## config.mk

```make
export PLATFORM = sky130hd
export DESIGN_NAME = bcd2bin_seq
export DESIGN_NICKNAME = d
export VERILOG_FILES = /design/src/rtl/bcd2bin_seq.sv
export SDC_FILE = /design/constraint.sdc
export NUM_CORES = 1
export LEC_CHECK = 0
export CAP_MARGIN = 20
export CORE_ASPECT_RATIO = 0.75
export CORE_MARGIN = 2
export CORE_UTILIZATION = 52
export DETAILED_ROUTE_END_ITERATION = 8
export PLACE_DENSITY = 0.78
export SYNTH_ARGS = -nofsm -noshare
export SYNTH_HDL_FRONTEND = slang
export SYNTH_SLANG_ARGS = --single-unit
```

## constraint.sdc

```tcl
create_clock -name clk -period 1.85 [get_ports clk]
set_input_delay 0.185 -clock clk [delete_from_list [all_inputs] [get_ports clk]]
set_output_delay 0.185 -clock clk [all_outputs]
set_load 0.01 [all_outputs]
```

## src/rtl/bcd2bin_seq.sv

```systemverilog
// Sequential BCD-to-binary converter (reverse double-dabble): one binary bit per clock,
// start/busy/done handshake, err flags operands with a nibble above 9.
`timescale 1ns/1ps

module bcd2bin_seq_dig (
  input  logic [3:0] shf,
  input  logic [3:0] cap,
  output logic [3:0] fix,
  output logic       bad
);
  // A shifted digit >= 8 had a half-ten carried in from above; subtracting 3 re-normalises it.
  assign fix = (shf >= 4'd8) ? (shf - 4'd3) : shf;
  assign bad = (cap > 4'd9);
endmodule

module bcd2bin_seq #(
  parameter int NDIG = 3,
  parameter int BW   = 10
) (
  input  logic              clk,
  input  logic              rst_n,
  input  logic              start,
  input  logic [4*NDIG-1:0] bcd_in,
  output logic              busy,
  output logic              done,
  output logic              err,
  output logic [BW-1:0]     bin
);
  localparam int SRW = 4*NDIG + BW;
  localparam int CW  = $clog2(BW+1);

  typedef enum logic [1:0] {IDLE, SHIFT, DONE} state_t;

  state_t          state_q, state_d;
  logic [SRW-1:0]  sr_q, sr_d;
  logic [CW-1:0]   cnt_q, cnt_d;
  logic [BW-1:0]   bin_q, bin_d;
  logic            err_q, err_d;

  logic [SRW-1:0]             shf, step;
  logic [NDIG-1:0][3:0]       fix;
  logic [NDIG-1:0]            bad;

  assign shf = sr_q >> 1;

  for (genvar g = 0; g < NDIG; g++) begin : g_dig
    bcd2bin_seq_dig u_dig (
      .shf (shf[BW+4*g +: 4]),
      .cap (bcd_in[4*g +: 4]),
      .fix (fix[g]),
      .bad (bad[g])
    );
  end

  assign step = {fix, shf[BW-1:0]};

  always_comb begin
    state_d = state_q;
    sr_d    = sr_q;
    cnt_d   = cnt_q;
    bin_d   = bin_q;
    err_d   = err_q;
    unique case (state_q)
      IDLE: begin
        if (start) begin
          if (|bad) begin
            bin_d   = '0;
            err_d   = 1'b1;
            state_d = DONE;
          end else begin
            sr_d    = {bcd_in, {BW{1'b0}}};
            cnt_d   = '0;
            err_d   = 1'b0;
            state_d = SHIFT;
          end
        end
      end
      SHIFT: begin
        sr_d  = step;
        cnt_d = cnt_q + CW'(1);
        if (cnt_q == CW'(BW-1)) begin
          bin_d   = step[BW-1:0];
          state_d = DONE;
        end
      end
      DONE:    state_d = IDLE;
      default: state_d = IDLE;
    endcase
  end

  always_ff @(posedge clk or negedge rst_n) begin
    if (!rst_n) begin
      state_q <= IDLE;
      sr_q    <= '0;
      cnt_q   <= '0;
      bin_q   <= '0;
      err_q   <= 1'b0;
    end else begin
      state_q <= state_d;
      sr_q    <= sr_d;
      cnt_q   <= cnt_d;
      bin_q   <= bin_d;
      err_q   <= err_d;
    end
  end

  assign busy = (state_q == SHIFT);
  assign done = (state_q == DONE);
  assign err  = err_q;
  assign bin  = bin_q;
endmodule

```

== Word level (Yosys, flattened, before mapping) ==
Cells that the tools add are included.
W data, S select, Z words.

* Multipliers: 0
* Mux-type cells: 18
* Shift-type cells: 0
* $lt $le $gt $ge: 6
* Add/subtract/negate cells: 4
* Reductions and logical operators: 7
* Eq/ne operators: 7
* Bitwise operators: 0
* Divide/modulo/power cells: 0

{| class="wikitable"
|+ Operator list
! cell !! number
|-
| $mux W22 || 2
|-
| $pmux W22 S2 || 1
|-
| $mux W10 || 3
|-
| $mux W4 || 5
|-
| $pmux W10 S2 || 1
|-
| $gt A4 B4 Y1 const B || 3
|-
| $ge A4 B4 Y1 const B || 2
|-
| $pmux W4 S2 || 1
|-
| $sub A4 B2 Y4 const B || 2
|-
| $mux W2 || 3
|-
| $ne A2 B2 Y1 const B || 3
|-
| $add A4 B1 Y4 const B || 1
|-
| $eq A4 B4 Y1 const B || 1
|-
| $ge A3 B4 Y1 const B || 1
|-
| $pmux W2 S2 || 1
|-
| $reduce_and A2 Y1 || 2
|-
| $reduce_and A4 Y1 || 1
|-
| $sub A3 B2 Y4 const B || 1
|-
| $reduce_and A3 Y1 || 1
|-
| $reduce_or A3 Y1 || 1
|-
| $eq A2 B1 Y1 const B || 1
|-
| $eq A2 B2 Y1 const B || 1
|-
| $logic_not A2 Y1 || 1
|-
| $ne A2 B1 Y1 const B || 1
|-
| other kinds (2) || 2
|}

* Bits in latches: 0
* Memory bits (writable): 0
* Output and inout bits: 13
* Word-level logic and storage cells: 47
* Memories kept: 0
* ROM bits: 0
* Bits in registers: 39

== Depth between registers and ports, before layout ==
Gate-level depths: netlist of the first run.

* Depth after elaboration: 5
* Depth in mapped cells: 7

== Hierarchy ==
Synthesis of the first run repeated with hierarchy kept, for this count alone.

* Cell total of the unflattened synthesis: 164
* Area, all modules: 1968.1 um^2

{| class="wikitable"
|+ By module, submodules not included
! module !! times used !! cells each !! area an instance (um^2)
|-
| bcd2bin_seq || 1 || 128 || 1716.6
|-
| bcd2bin_seq_dig || 3 || 12 || 83.8
|}

== Worst setup path after synthesis of the first run ==
OpenSTA, ideal clock, no wires.

* Path type: register -> register
* Start: reg state_q[1]
* End: reg bin_q[0], in the netlist bin[0]
* Cell stages (with the launch flop): 6
* Data required time: 1.729 ns
* Data arrival time: 1.230 ns
* Buffers on the path: 1
* Setup slack: 0.499 ns
* Clock period less this slack: 1.351 ns
* Cell sequence: dfrtp_1 and2b_1 nor2b_1 a21oi_1 buf_4 a22o_1

* Word-level cells in the longest chain between the ends: 3

{| class="wikitable"
|+ RTL lines
! element !! RTL line !! text
|-
| start: declaration || 34 || <nowiki>state_t state_q, state_d;</nowiki>
|-
| start signal: assignment || 99 || <nowiki>state_q <= state_d;</nowiki>
|-
| $eq A2 B1 Y1 or $logic_not A2 Y1 (tied branches) || 63 || <nowiki>unique case (state_q)</nowiki>
|-
| $ne A2 B1 Y1 (no line), or another cell as far along || - ||
|-
| $reduce_and A4 Y1 (no line) || - ||
|-
| end signal: assignment || 102 || <nowiki>bin_q <= bin_d;</nowiki>
|-
| end: declaration || 37 || <nowiki>logic [BW-1:0] bin_q, bin_d;</nowiki>
|}

Parallel ways exist; a longest one is shown, timed or not.
A chain may end at the register's enable or synchronous reset.

== Worst setup path after layout of the first run ==
* Start: reg state_q[1]
* End: out busy

* Word-level cells in the longest chain between the ends: 1

{| class="wikitable"
|+ RTL lines
! element !! RTL line !! text
|-
| $eq A2 B1 Y1 || 107 || <nowiki>assign busy = (state_q == SHIFT);</nowiki>
|-
| end: declaration || 24 || <nowiki>output logic busy,</nowiki>
|}

No other way between the ends.

==> results of run 1 <==
[final cells by class]
type                    count  area, sq um  area share
clock buffers               5        68.82     0.03168
flip-flops and latches     38        950.9      0.4378
repair buffers             36        337.8      0.1555
multi-input cells         101        719.4      0.3312
well taps                  40        50.05     0.02304
inverters                   8        35.03     0.01613
clock inverters             2        10.01    0.004608
[state kept, by name, summed over array words and instances (netlist names)]
| name | flops |
|---|---|
| err | 1 |
| state_q | 2 |
| bin | 10 |
| cnt_q | 4 |
| sr_q | 21 |
[how the worst max path moves through the flow]
| stage | startpoint | end | slack (ps) | depth (start not counted) |
|---|---|---|---|---|
| 6_report | state_q[1] | busy | 130 | 3 |
| 5_1_grt | state_q[1] | busy | 50 | 3 |
| 4_1_cts | state_q[1] | busy | 30 | 3 |
| 3_5_place_dp | bcd_in[2] | cnt_q[3] | 80 | 5 |
| 3_3_place_gp | bcd_in[1] | sr_q[17] | 160 | 5 |
| 2_1_floorplan | state_q[1] | bin[0] | 500 | 5 |
[through the flow]
stage	setup WS (ps)	cells	instance area, sq um
after floorplan	499.2	155	1750
after detailed placement	79.37	223	2086
after global routing	46.17	230	2172
final	133.2	230	2172
after global placement	162.1	223	2086
after CTS	30.57	230	2167
[logic make-up after synthesis]
group	after synthesis	synth area share
AOI/OAI and AO/OA	51	0.2173
xor gates and xnor gates	4	0.02001
adders and majority gates	6	0.04289
buffers and inverters	16	0.05003
DFF	38	0.5432
muxes	7	0.04003
and+or+nand+nor	33	0.08649
[cell usage in the layout, fill, tap and decap left out, types with 4 or more instances in the layout]
| master | n |
|---|---|
| a22o_1 | 20 |
| buf_4 | 9 |
| inv_1 | 7 |
| clkbuf_8 | 5 |
| nand2_1 | 13 |
| o21ai_0 | 13 |
| mux2i_1 | 7 |
| nor2_1 | 9 |
| dfrtp_1 | 38 |
| a21oi_1 | 8 |
| ha_1 | 6 |
| clkdlybuf4s50_1 | 27 |
| xnor2_1 | 4 |
[routing by layer]
metal | GRT usage | vias up | part of all wire
met5 | 0 | - | 0
met4 | 0.07862 | 0 | 0.0070
met3 | 0.06446 | 4 | 0.047
met2 | 0.3302 | 29 | 0.45
met1 | 0.2903 | 628 | 0.50
li1 | - | 621 | -
[power groups by stage]
stage / Clock, mW / Sequential [mW] / Combinational, mW
after floorplan: 0 / 1.31 / 0.835
after global placement: 0 / 1.35 / 1.09
after detailed placement: 0 / 1.38 / 1.13
after CTS: 0.534 / 1.36 / 1.14
after global routing: 0.582 / 1.41 / 1.30
final: 0.524 / 1.37 / 1.15
==> results.md, run 1 <==
- Status: finished, final reports clean
- Startpoint types: flip-flop
- Total number of clock tree sinks: 38
- WHS: 318.9 ps
- Crit Path Class: reg2out
- Reg clk slew, reported paths: 70 ps
- Drt initial violations: 99
- Drt first pass iters: 4
- Ant diodes: 0
- Synth-to-Final Area Change: 24.09%
- Worst hold path type: in2async
- Slowest stage delay, CP: 550 ps
- Slew Viols, Final: 0
- Mapped Cells: 155
- Worst R2R Setup Slack: 340 ps
- Fmax: 582.5 MHz
- I/O pins: 28
- FF-to-FF Start: state_q[0]
- Clock share of power: 0.172
- Crit-path leading delay family: buffers and inverters
- P per Cell Area: 1402 mW/mm^2
- Most instantiated cells after synthesis: dfrtp_1 (38), a22o_1 (20), nand2_1 (13), o21ai_0 (13), nor2_1 (9)
- Setup violators final: 0
- Ys flop type: dfrtp_1
- Routed via count: 1282
- Share of layout cells above drive strength 1: 0.1105
- Post-CTS Hold Fix Bufs: 0
- Most frequent cell after synthesis: dfrtp_1
- Root buf cell: clkbuf_8
- Skew-Pair Late Insertion Delay: 290 ps
- Lkg Pwr: 0.9806 nW
- Post_cts resized: 1
- Critical Path, Cell by Cell: nand2b_4, inv_6, clkdlybuf4s50_1
- Pin count of the biggest net entering global routing: 39
- Power Internal: 1.920 mW
- Area of the core: 0.003243 sq mm
- Crit Reg-Reg Endpoint: sr_q[17]
- Comb power frac: 0.377
- Synthesized flop and latch total: 38
- Period utilization: 0.9280
- Residual DRC count: 0
- Die H: 54.25 microns
- Filler cells: 248
- Clock skew: 3.535 ps
- Crit end category: output port
- Setup_tns: 0 ps
- Avg Cell Area, Syn: 11.29 sq um
- Critical Path AT: 1530 ps
- Antenna violations before repair: 0
- Setup Fix Bufs, Post-CTS: 0
- Post-synth EDFFs: 0
- Fin. Hold Viols: 0
- VDD IR max: 0.0006477 V
- Mean routed wirelength per cell: 15.49 microns
- Synth Warn #: 0
- H-tree Lvls: 2
- Initial Util: 0.5397
- Post-detailed-route count of antenna-violating nets: 0
- Tmin final: 1717 ps
- CP max FO: 9
- FP Rows: 18
- Sw frac: 0.3695
- Synth cell types: 30
- Fin nets: 211
- TritonCTS clock tree: done
- Dpl hpwl: 2.565 mm
- Synth area leader: dfrtp_1
- Post-detailed-routing wire length: 3.562 mm
- Syn Std Cell Area: 0.001750 sq mm
- Max-Slew Margin vs Limit: 0.6882
- Worst slew pin tran: 467.7 ps
- Slowest CP cell: clkdlybuf4s50_1
- Async S/R FF share, synth: 1.000
- CP bufs+invs: 2
- Die X: 71.00 microns
- Layout Utilization: 0.6698
- First-pass GRT wire length: 6.016 mm
- # port buffers: 27
- Register area share after synthesis: 0.5432
- Top cells by area, synth: dfrtp_1 (54%), a22o_1 (10%), ha_1 (4.3%), mux2i_1 (4.0%), o21ai_0 (3.7%)
- Syn Nets: 176
- Max-cap violations: 0
- Top-area cell type share of the netlist area: 0.5432
- Crit path required time: 1660 ps
- Seq pwr share: 0.451
- Setup repair after global routing missed its margin: no
- Num CTS Buffers: 5
- Total GRT Usage: 0.2135
- Switching pwr: 1.125 mW
- Congestion Overflow GR: 0
- Number of global-route vias before repair: 1250
- Die ar.: 0.003851 sq mm
- Design Power: 3.045 mW
- Final RePlAce weighted congestion: 0.8696
- FF-to-FF path depth: 6
- Longest Clk Path Bufs: 2
- Vias per inst: 5.574
Note: power is estimated with default switching activity, not from simulation.
==> run 2: changes to the inputs <==
--- a/config.mk
+++ b/config.mk
@@ -8,9 +8,10 @@
 export CAP_MARGIN = 20
 export CORE_ASPECT_RATIO = 0.75
 export CORE_MARGIN = 2
-export CORE_UTILIZATION = 52
+export CORE_UTILIZATION = 54
 export DETAILED_ROUTE_END_ITERATION = 8
-export PLACE_DENSITY = 0.78
+export PLACE_DENSITY = 0.79
 export SYNTH_ARGS = -nofsm -noshare
 export SYNTH_HDL_FRONTEND = slang
+export SYNTH_HIERARCHICAL = 1
 export SYNTH_SLANG_ARGS = --single-unit
==> run 2 against run 1 <==
Against the previous run: critical path depth up 1; register-to-register slack worse by 120 ps; power up 24%; hold slack worse by 3.6 ps; setup slack worse by 68 ps; utilization up 5.4 points; via count up 0.47%; largest power group is now combinational logic; highest routed layer unchanged.
==> results.md, run 2 <==
- Power Internal: 2.485 mW
- Crit Reg-Reg Endpoint: bin[5]
- Met1 wire length: 1.750 mm
- Most instantiated cells after synthesis: dfrtp_1 (38), mux2_2 (32), inv_1 (11), a21o_1 (9), and2_1 (9)
- Tmin final: 1784 ps
- Clock share of power: 0.155
- Longest Clk Path Bufs: 2
- Worst R2R Setup Slack: 220 ps
- Fin. Hold Viols: 0
- P per Cell Area: 1546 mW/mm^2
- Clock skew: 3.114 ps
- Crit end category: output port
- Reg clk slew, reported paths: 70 ps
- Synthesized flop and latch total: 38
- Die X: 73.71 microns
- Setup_tns: 0 ps
- Register area share after synthesis: 0.4832
- Switching pwr: 1.297 mW
- Synth Warn #: 6
- TritonCTS clock tree: done
- Initial Util: 0.5826
- Die ar.: 0.004149 sq mm
- Max-cap violations: 0
- Most frequent cells in the layout: dfrtp_1 (37), mux2_2 (32), clkdlybuf4s50_1 (27)
- VDD IR max: 0.0008245 V
- Max FFs per register: 21
- Setup violators final: 0
- Placed Area: 0.002335 sq mm
- Worst hold path type: in2async
- FF-to-FF Start: state_q[1]
- Avg Cell Area, Syn: 12.00 sq um
- Synth cell types: 33
- Vias per inst: 5.279
- Post-detailed-route count of antenna-violating nets: 0
- Share of layout cells above drive strength 1: 0.2549
- Mapped Cells: 164
- Post-Layout Inst Area: 0.002446 sq mm
- Ant diodes: 0
- Final RePlAce weighted congestion: 0.8292
- # port buffers: 27
- Total GRT Usage: 0.2003
- CP Capture Point: busy
- Die H: 56.29 microns
- Filler cells: 246
- CP max FO: 17
- Comb power frac: 0.452
- FP Rows: 18
- First-pass GRT wire length: 6.196 mm
- Critical Path Source: state_q[0]
- Post-detailed-routing wire length: 3.697 mm
- Antenna violations before repair: 0
- Lkg Pwr: 1.186 nW
- Top-area cell type share of the netlist area: 0.4832
- Post-synth EDFFs: 0
- Metal2 WL: 1.792 mm
- Post-CTS Hold Fix Bufs: 0
- Fmax: 560.4 MHz
- Non-Filler Instances: 244
- Critical Path AT: 1600 ps
- Synth area leader: dfrtp_1
- Ys flop type: dfrtp_1
- Root buf cell: clkbuf_8
- Num CTS Buffers: 5
- Area of the core: 0.003378 sq mm
- Routed via count: 1288
- Number of global-route vias before repair: 1289
- Dpl cells: 236
- Crit path required time: 1660 ps
- Drt initial violations: 101
- Reg with most FFs: sr_q
- Congestion Overflow GR: 0
- Sw frac: 0.3429
- Startpoint types: flip-flop
- Detail Route met3 WL: 112 microns
- Dpl hpwl: 2.671 mm
- Residual DRC count: 0
- Max Used Layer: met4
- Most frequent cell after synthesis: dfrtp_1
- Skew-Pair Late Insertion Delay: 290 ps
- Drt first pass iters: 4
- Top cells by area, synth: dfrtp_1 (48%), mux2_2 (18%), ha_1 (5.1%), a21o_1 (3.4%), and2_1 (2.9%)
- H-tree Lvls: 2
- Async S/R FF share, synth: 1.000
- Mean routed wirelength per cell: 15.15 microns
- Period utilization: 0.9645
- Pin count of the biggest net entering global routing: 39
- Status: finished, final reports clean
- Total number of clock tree sinks: 38
- Most common cell after layout, fill and taps aside: dfrtp_1
- FF-to-FF path depth: 4
- I/O pins: 28
- Syn Std Cell Area: 0.001968 sq mm
- Slew Viols, Final: 0
- Fin nets: 226
- Setup repair after global routing missed its margin: no
- Crit Path Class: reg2out
- Synth-to-Final Area Change: 24.28%
- Seq pwr share: 0.393
[run 2: cell types whose count changed after synthesis, sizes merged, moves of 5 or more]
| cell | delta |
|---|---|
| mux2i | -5 |
| nand2 | -8 |
| nor2 | -7 |
| and2 | +9 |
| mux2 | +33 |
| a22o | -20 |
| o21ai | -13 |
| a21o | +9 |
[run 2: cell type report]
| type | count | area (sq um) | share of cell area |
|---|---|---|---|
| clock buffer | 7 | 86.33 | 0.03529 |
| clock inverter | 1 | 5.005 | 0.002046 |
| inverter | 11 | 41.29 | 0.01688 |
| sequential | 38 | 952.2 | 0.3893 |
| tap | 40 | 50.05 | 0.02046 |
| multi-input combinational | 112 | 943.4 | 0.3857 |
| timing repair buffer | 35 | 367.9 | 0.1504 |
[run 2: critical path, cell delays in order (launching register included)]
cell and delay [ps]:
dfrtp_1 400, buf_12 170, nand2b_1 110, inv_1 90
clkdlybuf4s50_1 540
[run 2: power groups by stage]
stage	clock (mW)	sequential [mW]	combinational, mW
after global routing	0.636	1.53	1.89
after CTS	0.595	1.47	1.71
after floorplan	0	1.44	1.19
after detailed placement	0	1.49	1.69
after global placement	0	1.46	1.59
final	0.587	1.49	1.71
[run 2: cell families (layout without fill, tap and decap cells)]
logic type | count (synthesis) | after routing | synth area share
multiplexers | 35 | 35 | 0.1990
buffers and inverters | 18 | 54 | 0.04831
AND/OR/NAND/NOR | 30 | 30 | 0.09027
XOR/XNOR | 6 | 6 | 0.02671
other | 1 | 5 | 0.001905
adder cells (fa/ha/maj) | 8 | 8 | 0.05086
flip-flops | 38 | 38 | 0.4832
AO/OA/AOI/OAI | 28 | 28 | 0.09981
[run 2: how the worst min path moves through the flow]
stage                       start        to  slack [ps]  cells after the start
after floorplan             rst_n    bin[0]        -110                      0
after global placement    sr_q[8]   sr_q[8]         450                      1
after detailed placement  sr_q[6]   sr_q[6]         460                      1
after CTS                   rst_n  sr_q[12]         340                      2
after global routing        rst_n  sr_q[12]         380                      2
final                       rst_n  sr_q[12]         320                      2
[run 2: stage by stage]
stage	util	hold WS, ps	power [mW]	setup WS, ps
final	0.7241	315.3	3.782	65.68
after floorplan	-	-110.6	2.622	216.4
after CTS	0.7193	336.2	3.776	35.71
after detailed placement	0.6911	457.9	3.174	-232.2
after global placement	0.6911	449.1	3.052	-123.1
after global routing	0.7241	376.3	4.050	3.004
[run 2: repair_timing]
item                                    CTS  global route
endpoints found under the hold margin     0             0
pin swaps                                 0             0
setup buffers                             0             0
endpoints found under the setup margin    1            13
resized for setup                         1             4
[run 2: metal layers]
layer / global-route usage / up-vias
met5: 0 / -
met4: 0.07792 / 0
met3: 0.04309 / 5
met2: 0.3138 / 25
met1: 0.2712 / 629
li1: - / 629
==> run 3: changes to the inputs <==
--- a/config.mk
+++ b/config.mk
@@ -7,7 +7,7 @@
 export LEC_CHECK = 0
 export CAP_MARGIN = 20
 export CORE_ASPECT_RATIO = 0.75
-export CORE_MARGIN = 2
+export CORE_MARGIN = 10
 export CORE_UTILIZATION = 54
 export DETAILED_ROUTE_END_ITERATION = 8
 export PLACE_DENSITY = 0.79
==> run 3 against run 2 <==
Against the previous run: utilization decreased by 0.075 points; power decreased by 0.89%; clock skew increased by 3.0 ps; register-to-register slack got worse by 90 ps; wire length increased by 2.6%; clock-buffer cell count decreased by 2; non-clock buffer count increased by 4; highest routed layer unchanged; sequential power about the same; first-iteration DRC count decreased by 62%; fmax increased by 0.15%; critical path depth unchanged.
==> results.md, run 3 (synthesis gave the netlist of run 2 again) <==
- Total number of clock tree sinks: 38
- Critical Path, Cell by Cell: buf_6, nand2b_1, inv_1, clkdlybuf4s50_1
- Number of global-route vias before repair: 1376
- Setup repair after global routing missed its margin: no
- Crit-path leading delay family: buffers and inverters
- Congestion Overflow GR: 0
- Ant diodes: 0
- Fin. Hold Viols: 0
- CP Capture Point: busy
- Drt first pass iters: 4
- VDD IR max: 0.0007858 V
- Clock skew: 6.163 ps
- Crit Reg-Reg Endpoint: bin[3]
- Post-Layout Inst Area: 0.002460 sq mm
- Power Internal: 2.462 mW
- FF-to-FF Start: state_q[0]
- Max FFs per register: 21
- Worst R2R Setup Slack: 130 ps
- Dpl hpwl: 2.852 mm
- Slew Viols, Final: 0
- Mean routed wirelength per cell: 14.75 microns
- Sw frac: 0.3431
- Reg clk slew, reported paths: 70 ps
- Share of layout cells above drive strength 1: 0.2609
- Num CTS Buffers: 5
- First-pass GRT wire length: 6.513 mm
- PnR worst setup slack: 68.29 ps
- I/O pins: 28
- Worst hold path type: in2async
- Area of the core: 0.003401 sq mm
- Crit path required time: 1660 ps
- Critical Path AT: 1600 ps
- Die X: 89.71 microns
- Die H: 72.29 microns
- Comb power frac: 0.463
- Most frequent cells in the layout: dfrtp_1 (38), mux2_2 (32), clkdlybuf4s50_1 (27)
- Crit Path Class: reg2out
- Slowest CP cell: clkdlybuf4s50_1
- Residual DRC count: 0
- Period utilization: 0.9631
- Tmin final: 1782 ps
- FP Rows: 18
- Die ar.: 0.006485 sq mm
- Filler cells: 246
- Switching pwr: 1.286 mW
- Fin nets: 230
- Fmax: 561.3 MHz
- Slowest stage delay, CP: 540 ps
- Post-detailed-routing wire length: 3.792 mm
- Vias per inst: 5.000
- P per Cell Area: 1524 mW/mm^2
- # port buffers: 27
- Post-CTS Hold Fix Bufs: 0
- Final RePlAce weighted congestion: 0.7842
- Multi-input gate area: 937.1 sq um
- Pre-CTS setup slack: -214.0 ps
- Clock share of power: 0.145
- Setup violators final: 0
- TritonCTS clock tree: done
- FF-to-FF path depth: 5
- Antenna violations before repair: 0
- Lkg Pwr: 1.201 nW
- Placed Area: 0.002370 sq mm
- Drt initial violations: 38
- Initial Util: 0.5787
- H-tree Lvls: 2
- Most common cell after layout, fill and taps aside: dfrtp_1
- WP depth: 4
- Pin count of the biggest net entering global routing: 39
- Root buf cell: clkbuf_8
- Synth-to-Final Area Change: 24.98%
- Crit end category: output port
- Seq pwr share: 0.392
- Routed via count: 1285
- Skew-Pair Late Insertion Delay: 290 ps
- Critical Path Source: state_q[0]
- Design Power: 3.748 mW
- Longest Clk Path Bufs: 2
- Max-cap violations: 0
- Reg with most FFs: sr_q
- Startpoint types: flip-flop
- Total GRT Usage: 0.1221
- Post-detailed-route count of antenna-violating nets: 0
- CP bufs+invs: 3
- Status: finished, final reports clean
- Register Area: 950.9 sq um
- CP max FO: 10
run 3: cell count changes in the layout (fill, tap and decap cells not counted), sizes merged:
| cell | before | now |
|---|---|---|
| clkinv | 1 | 2 |
| buf | 8 | 12 |
| clkbuf | 7 | 5 |
run 3: metrics by stage:
step	std cells	hold slack [ps]	utilization	setup TNS, ps
6_report	257	315.0	0.7233	0
5_1_grt	257	346.7	0.7233	0
4_1_cts	256	331.7	0.7211	0
3_5_place_dp	249	458.2	0.6968	-3496
3_3_place_gp	249	450.0	0.6968	-1827
2_1_floorplan	168	-110.6	-	0
run 3: repair_timing:
| item | CTS | global route |
|---|---|---|
| pin swaps | 0 | 0 |
| gates cloned | 0 | 0 |
| endpoints found under the setup margin | 1 | 1 |
| gates resized for setup | 1 | 0 |
| setup buffers | 0 | 1 |
run 3: layer usage:
layer | part of all wire | global-route usage
met2 | 0.48 | 0.2058
met5 | 0 | 0
met3 | 0.030 | 0.03803
met1 | 0.47 | 0.1441
met4 | 0.017 | 0.04651
run 3: worst min-delay path by stage:
| stage | cells after the start | endpoint | slack (ps) | from |
|---|---|---|---|---|
| after floorplan | 0 | bin[0] | -110 | rst_n |
| after global placement | 1 | sr_q[4] | 450 | sr_q[4] |
| after detailed placement | 1 | sr_q[4] | 460 | sr_q[4] |
| after CTS | 2 | sr_q[12] | 330 | rst_n |
| after global routing | 2 | sr_q[12] | 350 | rst_n |
| final | 2 | sr_q[12] | 320 | rst_n |
run 3: layout make-up:
cell class                 instances  share of cell area
inverter                          11             0.01679
multi-input combinational        112              0.3810
sequential                        38              0.3866
clock buffer                       5             0.02798
tap                               50             0.02543
clock inverter                     2            0.004069
timing repair buffer              39              0.1582
run 3: power groups by stage:
stage	Combinational (mW)	Clock, mW	Sequential, mW
finish	1.74	0.543	1.47
CTS	1.74	0.561	1.47
detailed placement	1.73	0	1.48
global route	1.93	0.592	1.52
global placement	1.66	0	1.45
floorplan	1.19	0	1.44
